File: src/rtl/mips_pkg.sv
// Shared datapath types and sizing for the MIPS integer register file.
package mips_pkg;

    localparam int REG_W  = 32;
    localparam int REG_N  = 32;
    localparam int REG_AW = 5;

    typedef logic [REG_W-1:0]  word_t;
    typedef logic [REG_AW-1:0] reg_addr_t;

    // A same-edge write to a live register forwards straight into a read.
    function automatic logic wr_hits(input logic we, input reg_addr_t wa, input reg_addr_t ra);
        return we && (wa == ra) && (ra != '0);
    endfunction

endpackage

File: src/rtl/regfile_rdport.sv
// One synchronous read port: register select, write-first bypass, r0 forced zero,
// registered data plus an "uninitialised source" flag.
module regfile_rdport
    import mips_pkg::*;
(
    input  logic                        clk_i,
    input  logic                        rst_ni,
    input  logic                        re_i,
    input  reg_addr_t                   ra_i,
    input  logic                        we_i,
    input  reg_addr_t                   wa_i,
    input  word_t                       wd_i,
    input  logic [REG_N-1:0][REG_W-1:0] regs_i,
    input  logic [REG_N-1:0]            written_i,
    output word_t                       rd_o,
    output logic                        unwr_o
);

    word_t rd_q, rd_d;
    logic  unwr_q, unwr_d;

    always_comb begin
        rd_d   = rd_q;
        unwr_d = unwr_q;
        if (re_i) begin
            if (ra_i == '0) begin
                rd_d   = '0;
                unwr_d = 1'b0;
            end else if (wr_hits(we_i, wa_i, ra_i)) begin
                rd_d   = wd_i;
                unwr_d = 1'b0;
            end else begin
                rd_d   = regs_i[ra_i];
                unwr_d = ~written_i[ra_i];
            end
        end
    end

    always_ff @(posedge clk_i or negedge rst_ni) begin
        if (!rst_ni) begin
            rd_q   <= '0;
            unwr_q <= 1'b0;
        end else begin
            rd_q   <= rd_d;
            unwr_q <= unwr_d;
        end
    end

    assign rd_o   = rd_q;
    assign unwr_o = unwr_q;

endmodule

File: src/rtl/regfile32.sv
// 32x32 MIPS register file: one write port, two registered read ports with bypass,
// and a written-since-reset bitmap for catching reads of uninitialised registers.
module regfile32
    import mips_pkg::*;
(
    input  logic              clk_in,
    input  logic              rst_in,
    input  logic              we,
    input  logic [REG_AW-1:0] wa,
    input  logic [REG_W-1:0]  wd,
    input  logic              re1,
    input  logic [REG_AW-1:0] ra1,
    output logic [REG_W-1:0]  rd1,
    output logic              rd1_unwr,
    input  logic              re2,
    input  logic [REG_AW-1:0] ra2,
    output logic [REG_W-1:0]  rd2,
    output logic              rd2_unwr
);

    logic [REG_N-1:0][REG_W-1:0] regs_q, regs_d;
    logic [REG_N-1:0]            written_q, written_d;

    always_comb begin
        regs_d    = regs_q;
        written_d = written_q;
        if (we && wa != '0) begin
            regs_d[wa]    = wd;
            written_d[wa] = 1'b1;
        end
    end

    // r0 is never written, so it stays at its reset value of zero; its bitmap bit
    // comes out of reset set so it never reports as uninitialised.
    always_ff @(posedge clk_in or negedge rst_in) begin
        if (!rst_in) begin
            regs_q    <= '0;
            written_q <= REG_N'(1);
        end else begin
            regs_q    <= regs_d;
            written_q <= written_d;
        end
    end

    regfile_rdport u_rdport1 (
        .clk_i     (clk_in),
        .rst_ni    (rst_in),
        .re_i      (re1),
        .ra_i      (ra1),
        .we_i      (we),
        .wa_i      (wa),
        .wd_i      (wd),
        .regs_i    (regs_q),
        .written_i (written_q),
        .rd_o      (rd1),
        .unwr_o    (rd1_unwr)
    );

    regfile_rdport u_rdport2 (
        .clk_i     (clk_in),
        .rst_ni    (rst_in),
        .re_i      (re2),
        .ra_i      (ra2),
        .we_i      (we),
        .wa_i      (wa),
        .wd_i      (wd),
        .regs_i    (regs_q),
        .written_i (written_q),
        .rd_o      (rd2),
        .unwr_o    (rd2_unwr)
    );

endmodule

File: config.mk
export PLATFORM = sky130hd
export DESIGN_NAME = regfile32
export DESIGN_NICKNAME = d
export VERILOG_FILES = /design/src/rtl/mips_pkg.sv /design/src/rtl/regfile_rdport.sv /design/src/rtl/regfile32.sv
export SDC_FILE = /design/constraint.sdc
export NUM_CORES = 2
export LEC_CHECK = 0
export CAP_MARGIN = 20
export CORE_MARGIN = 2
export CORE_UTILIZATION = 43
export DETAILED_ROUTE_END_ITERATION = 12
export GPL_ROUTABILITY_DRIVEN = 0
export GPL_TIMING_DRIVEN = 0
export SYNTH_ARGS = -nofsm -noshare
export SYNTH_HDL_FRONTEND = slang
export SYNTH_SLANG_ARGS = --single-unit
File: constraint.sdc
create_clock -name clk_in -period 5.1 [get_ports clk_in]
set_input_delay 1.02 -clock clk_in [delete_from_list [all_inputs] [get_ports clk_in]]
set_output_delay 1.02 -clock clk_in [all_outputs]
set_load 0.02 [all_outputs]
# Yosys cells after proc, flatten, opt, wreduce, memory -nomap -nowiden
# Index checks and enable logic that the tools add are counted.
# word_totals
ff_bits	1122
latch_bits	0
ramBits	0
romBits	0
in_bits	52
wordCells	78
mem_count	0
# classes
n_addsub	0
n_mul	0
n_div	0
magnitude_cmp	4
n_eq_ne	2
n_shift	0
n_mux	21
n_bitwise	3
reduce_logical	11
# op_table
op	count
bitwise mux 1024 bit	1
binary-select mux 32 bit (select 5 bit)	2
two-way mux 32 bit	7
demux 32 bit (select 5 bit)	1
bitwise OR 32 bit	1
< comparator 5 x 6 -> 1 bit, second input constant	3
nonzero test 5 bit	3
binary-select mux 1 bit (select 5 bit)	2
== test 5 bit	2
zero test 5 bit	2
two-way mux 1 bit	7
logical AND 1 bit	6
demux 1 bit (select 5 bit)	1
greater-or-equal comparator 5 x 1 -> 1 bit, second input constant	1
NOT 1 bit	2

# Logic depth before layout (Yosys ltp)
# logic_depth
depth_word	5
mapped_depth	11

# Cells and area by module
# A second synthesis with hierarchy kept.
# unflattened
hier_cells	3652
area_unflattened_um2	58183.3
# modules_own_cells
module	n_inst	cells_each	area_per_inst_um2	seq_area_each_um2
regfile32	1	2358	39024.9	26426.6
regfile_rdport	2	647	9579.2	825.8

# Worst setup path after synthesis
# Ideal clock, no wire load.
# synth_path
kind	input to register
from	in ra2[0]
to	reg u_rdport2.rd_q[24], in the netlist u_rdport2.rd_o[24]
setup_ns	0.126
t_arrival_ns	2.774
required_time_ns	4.974
setup_slack_ns	2.200
stages	8
path_buffers	4
cell_sequence	buf_6 -> buf_8 -> buf_6 -> buf_2 -> mux4_2 -> a211oi_1 -> nor4_1 -> a221o_1
# synth_via
elab_chain_cells	5
# synth_rtl
element	line_no	source
from (decl)	regfile32.sv:16	input logic [REG_AW-1:0] ra2,
branches (longest 4 deep; another with binary-select mux 32 bit (select 5 bit))	-	
two-way mux 32 bit (*)	regfile_rdport.sv:26	if (ra_i == '0) begin
to (signal assigned)	regfile_rdport.sv:44	rd_q <= rd_d;
to (decl)	regfile_rdport.sv:19	word_t rd_q, rd_d;
# Every way passes the cells marked *. The select of a mux whose other input is x is not followed.
# A chain may end at the register's enable or synchronous reset.

# Final worst setup path
# layout_path
from	in ra2[1]
to	reg u_rdport2.rd_q[6], in the netlist u_rdport2.rd_o[6]
# The elaborated chain is that of the path after synthesis.

==> metrics <==
status=finished, violations left; violations in the final reports=setup timing; EDFF count, synth=0; core area=135000 um2; Clock Latency Late Sink=0.80 ns; RSZ-0062 raised after global routing=no; pre-CTS WS=-0.500 ns; FFs w/ async S/R, synth=1.00; clk slew on worst S/H paths=0.06 ns; Seq cells post-synth=1122; maximum vdd ir drop=0.000356 V; worst endpoint required time=5.77 ns; Main synth FF type=dfrtp_1; CTS Buf Count=131; Final Power=27.2 mW; Hold Path Class=in -> async; area grow syn2layout=14.2%; Site Rows=135; Avg Inst Size Synth=14.6 um2; H-tree depth=4; post-synth net total=4080; post-cts hold buffer count=0; Setup CP Type=in -> reg; Die Wd=373 um; fraction of the cycle the final worst path needs=1.01; most frequent cells in the layout=dfrtp_1 (1121), mux2_2 (1096), mux4_2 (388); crit-path max FO=10; number of top-level pins=118; Cells after Synth=4028; largest net degree at the start of global routing=178; DRT antenna net count=0; DRC=0; clock root buffer=clkbuf_16; CP Launch Type=input pin; Yosys cell types=63; final hold vios=0; Initial Utilization=0.433; CP max stage delay=0.86 ns; postcts setup bufs=0; worst-margin pin slew=1.30 ns; fin. max-slew vios=0; number of iterations in the first detailed-routing pass=8; setup TNS=-0.0390 ns; Hold WS=0.181 ns; global route overflow=0; final net count=4366; crit path cell chain=clkdlybuf4s50_1 > buf_2 > buf_4 > buf_2 > clkbuf_2 > nand2_1 > o22ai_1 > nor2_1 > a221o_1; GR Util All Layers=0.365; Max-slew headroom=0.132; skew final=0.0340 ns; CP Data Arrival Time=5.81 ns; crit path capture type=flop; final worst setup slack=-0.0390 ns; Worst path top cell family by delay=buffers and inverters; initial antenna violation count=26; CP max stage cell=nand2_1; deepest clock path buffer count=3; most used cell along the critical path=buf_2; DP HPWL=182000 um; Min Clock Period, post-route=5.14 ns; final setup fails=1; CTS tree=done; Sink Count=1122; yosys warns=0; Leak Pwr=28.7 nW; sequential area share after synthesis=0.478; achievable frequency=195 MHz; Detailed Route Iter0 Violations=5937; Vias=42765; first-pass GRT wire length=349000 um; Vias/cell=6.91; max_cap viols=0; Util after Layout=0.495; share of cells above drive strength 1=0.436; chip height=373 um; # port buffers=105; post-cts sizing count=0; vias in the first global route=42109; Routed wire per std cell=41.5 um; commonest non-fill, non-tap cell in the layout=dfrtp_1; full die area=139000 um2; power density over the cells=405 nW/um2; CP bufs+invs=5; drt total wl=257000 um; Synth Cell Area=58700 um2
## layer usage
layer,part of all wire,vias up,GRT usage
met4,0.084,22,0.259
met5,0.00067,-,0.00309
met3,0.13,812,0.147
li1,-,16191,-
met1,0.37,22755,0.465
met2,0.41,2985,0.504
## report_power, final
part | internal, mW | switching (mW)
combinational | 3.09 | 2.71
sequential | 10.6 | 1.30
clock | 5.51 | 3.97
total | 19.2 | 7.98
## sequential cells by signal, indices dropped and copies added (netlist names)
signal,cells
regs_q,1024
u_rdport2.rd_o,32
written_q,32
u_rdport1.rd_o,32
u_rdport2.unwr_o,1
u_rdport1.unwr_o,1
## cells in the mapped netlist, drive strengths merged, types with 3 or more instances
master | count | share of area
dfrtp | 1121 | 0.48
mux2 | 1096 | 0.21
mux4 | 397 | 0.15
clkbuf | 258 | 0.017
mux2i | 205 | 0.035
buf | 201 | 0.022
o22ai | 114 | 0.012
nor2 | 84 | 0.0054
o211ai | 60 | 0.0077
o21ai | 49 | 0.0042
a22oi | 48 | 0.0061
a221oi | 45 | 0.0069
a221o | 31 | 0.0053
o21a | 31 | 0.0040
or4 | 30 | 0.0038
a21oi | 29 | 0.0025
nand2 | 28 | 0.0018
or2 | 20 | 0.0021
nand2b | 19 | 0.0020
nor2b | 16 | 0.0017
o221ai | 16 | 0.0024
a2bb2oi | 13 | 0.0019
a41oi | 13 | 0.0019
nor3 | 12 | 0.0010
nor4 | 10 | 0.0011
a32oi | 9 | 0.0013
a211oi | 6 | 0.00077
xnor2 | 6 | 0.00090
a2111oi | 5 | 0.00085
a22o | 5 | 0.00075
nand3 | 5 | 0.00043
nand3b | 5 | 0.00064
nor3b | 5 | 0.00072
and2 | 4 | 0.00043
inv | 4 | 0.00026
xor2 | 4 | 0.00060
a21o | 3 | 0.00038
and3 | 3 | 0.00032
o22a | 3 | 0.00045
o32ai | 3 | 0.00045
## logic make-up (layout without fill, tap and decap cells)
kind of cell           after synthesis  after routing  share of synthesized area
AO/OA/AOI/OAI                      486            486                     0.0605
XOR/XNOR                            10             10                    0.00149
buffers and inverters              463            836                     0.0390
flip-flops                        1122           1122                      0.478
multiplexers                      1698           1698                      0.398
other                                0             11                          0
AND/OR/NAND/NOR                    249            249                     0.0227
## area by class of cell
cell class | count | area (um2)
Fill cell | 11846 | 68400
Multi-Input combinational cell | 2443 | 28300
Sequential cell | 1122 | 28100
Clock buffer | 198 | 3950
Buffer | 459 | 2290
Tap cell | 1781 | 2230
Timing Repair Buffer | 153 | 1870
Clock inverter | 22 | 233
Antenna cell | 11 | 27.5
Inverter | 4 | 15.0
## through the flow
stage,instance area [um2],cells
2_1_floorplan,58700,4028
3_3_place_gp,62000,5914
3_5_place_dp,62700,5951
4_1_cts,66900,6171
5_1_grt,67000,6182
6_report,67000,6193
## path summary, 6_finish.rpt
kind / cells after the start / slack, ns / to / startpoint
max in group asynchronous: 3 / 2.67 / regs_q[818]$_DFFE_PN0P_ / rst_in
worst min-delay path: 1 / 0.18 / regs_q[262]$_DFFE_PN0P_ / rst_in
min in group clk_in: 1 / 0.46 / written_q[0]$_DFFE_PN1P_ / written_q[0]$_DFFE_PN1P_
worst min register to register: 1 / 0.46 / written_q[0]$_DFFE_PN1P_ / written_q[0]$_DFFE_PN1P_
worst max-delay path: 9 / -0.04 / u_rdport2.rd_o[6]$_DFFE_PN0P_ / ra2[1]
worst max register to register: 6 / 2.75 / u_rdport2.rd_o[10]$_DFFE_PN0P_ / regs_q[234]$_DFFE_PN0P_
Power figures use the tool's default switching activity.
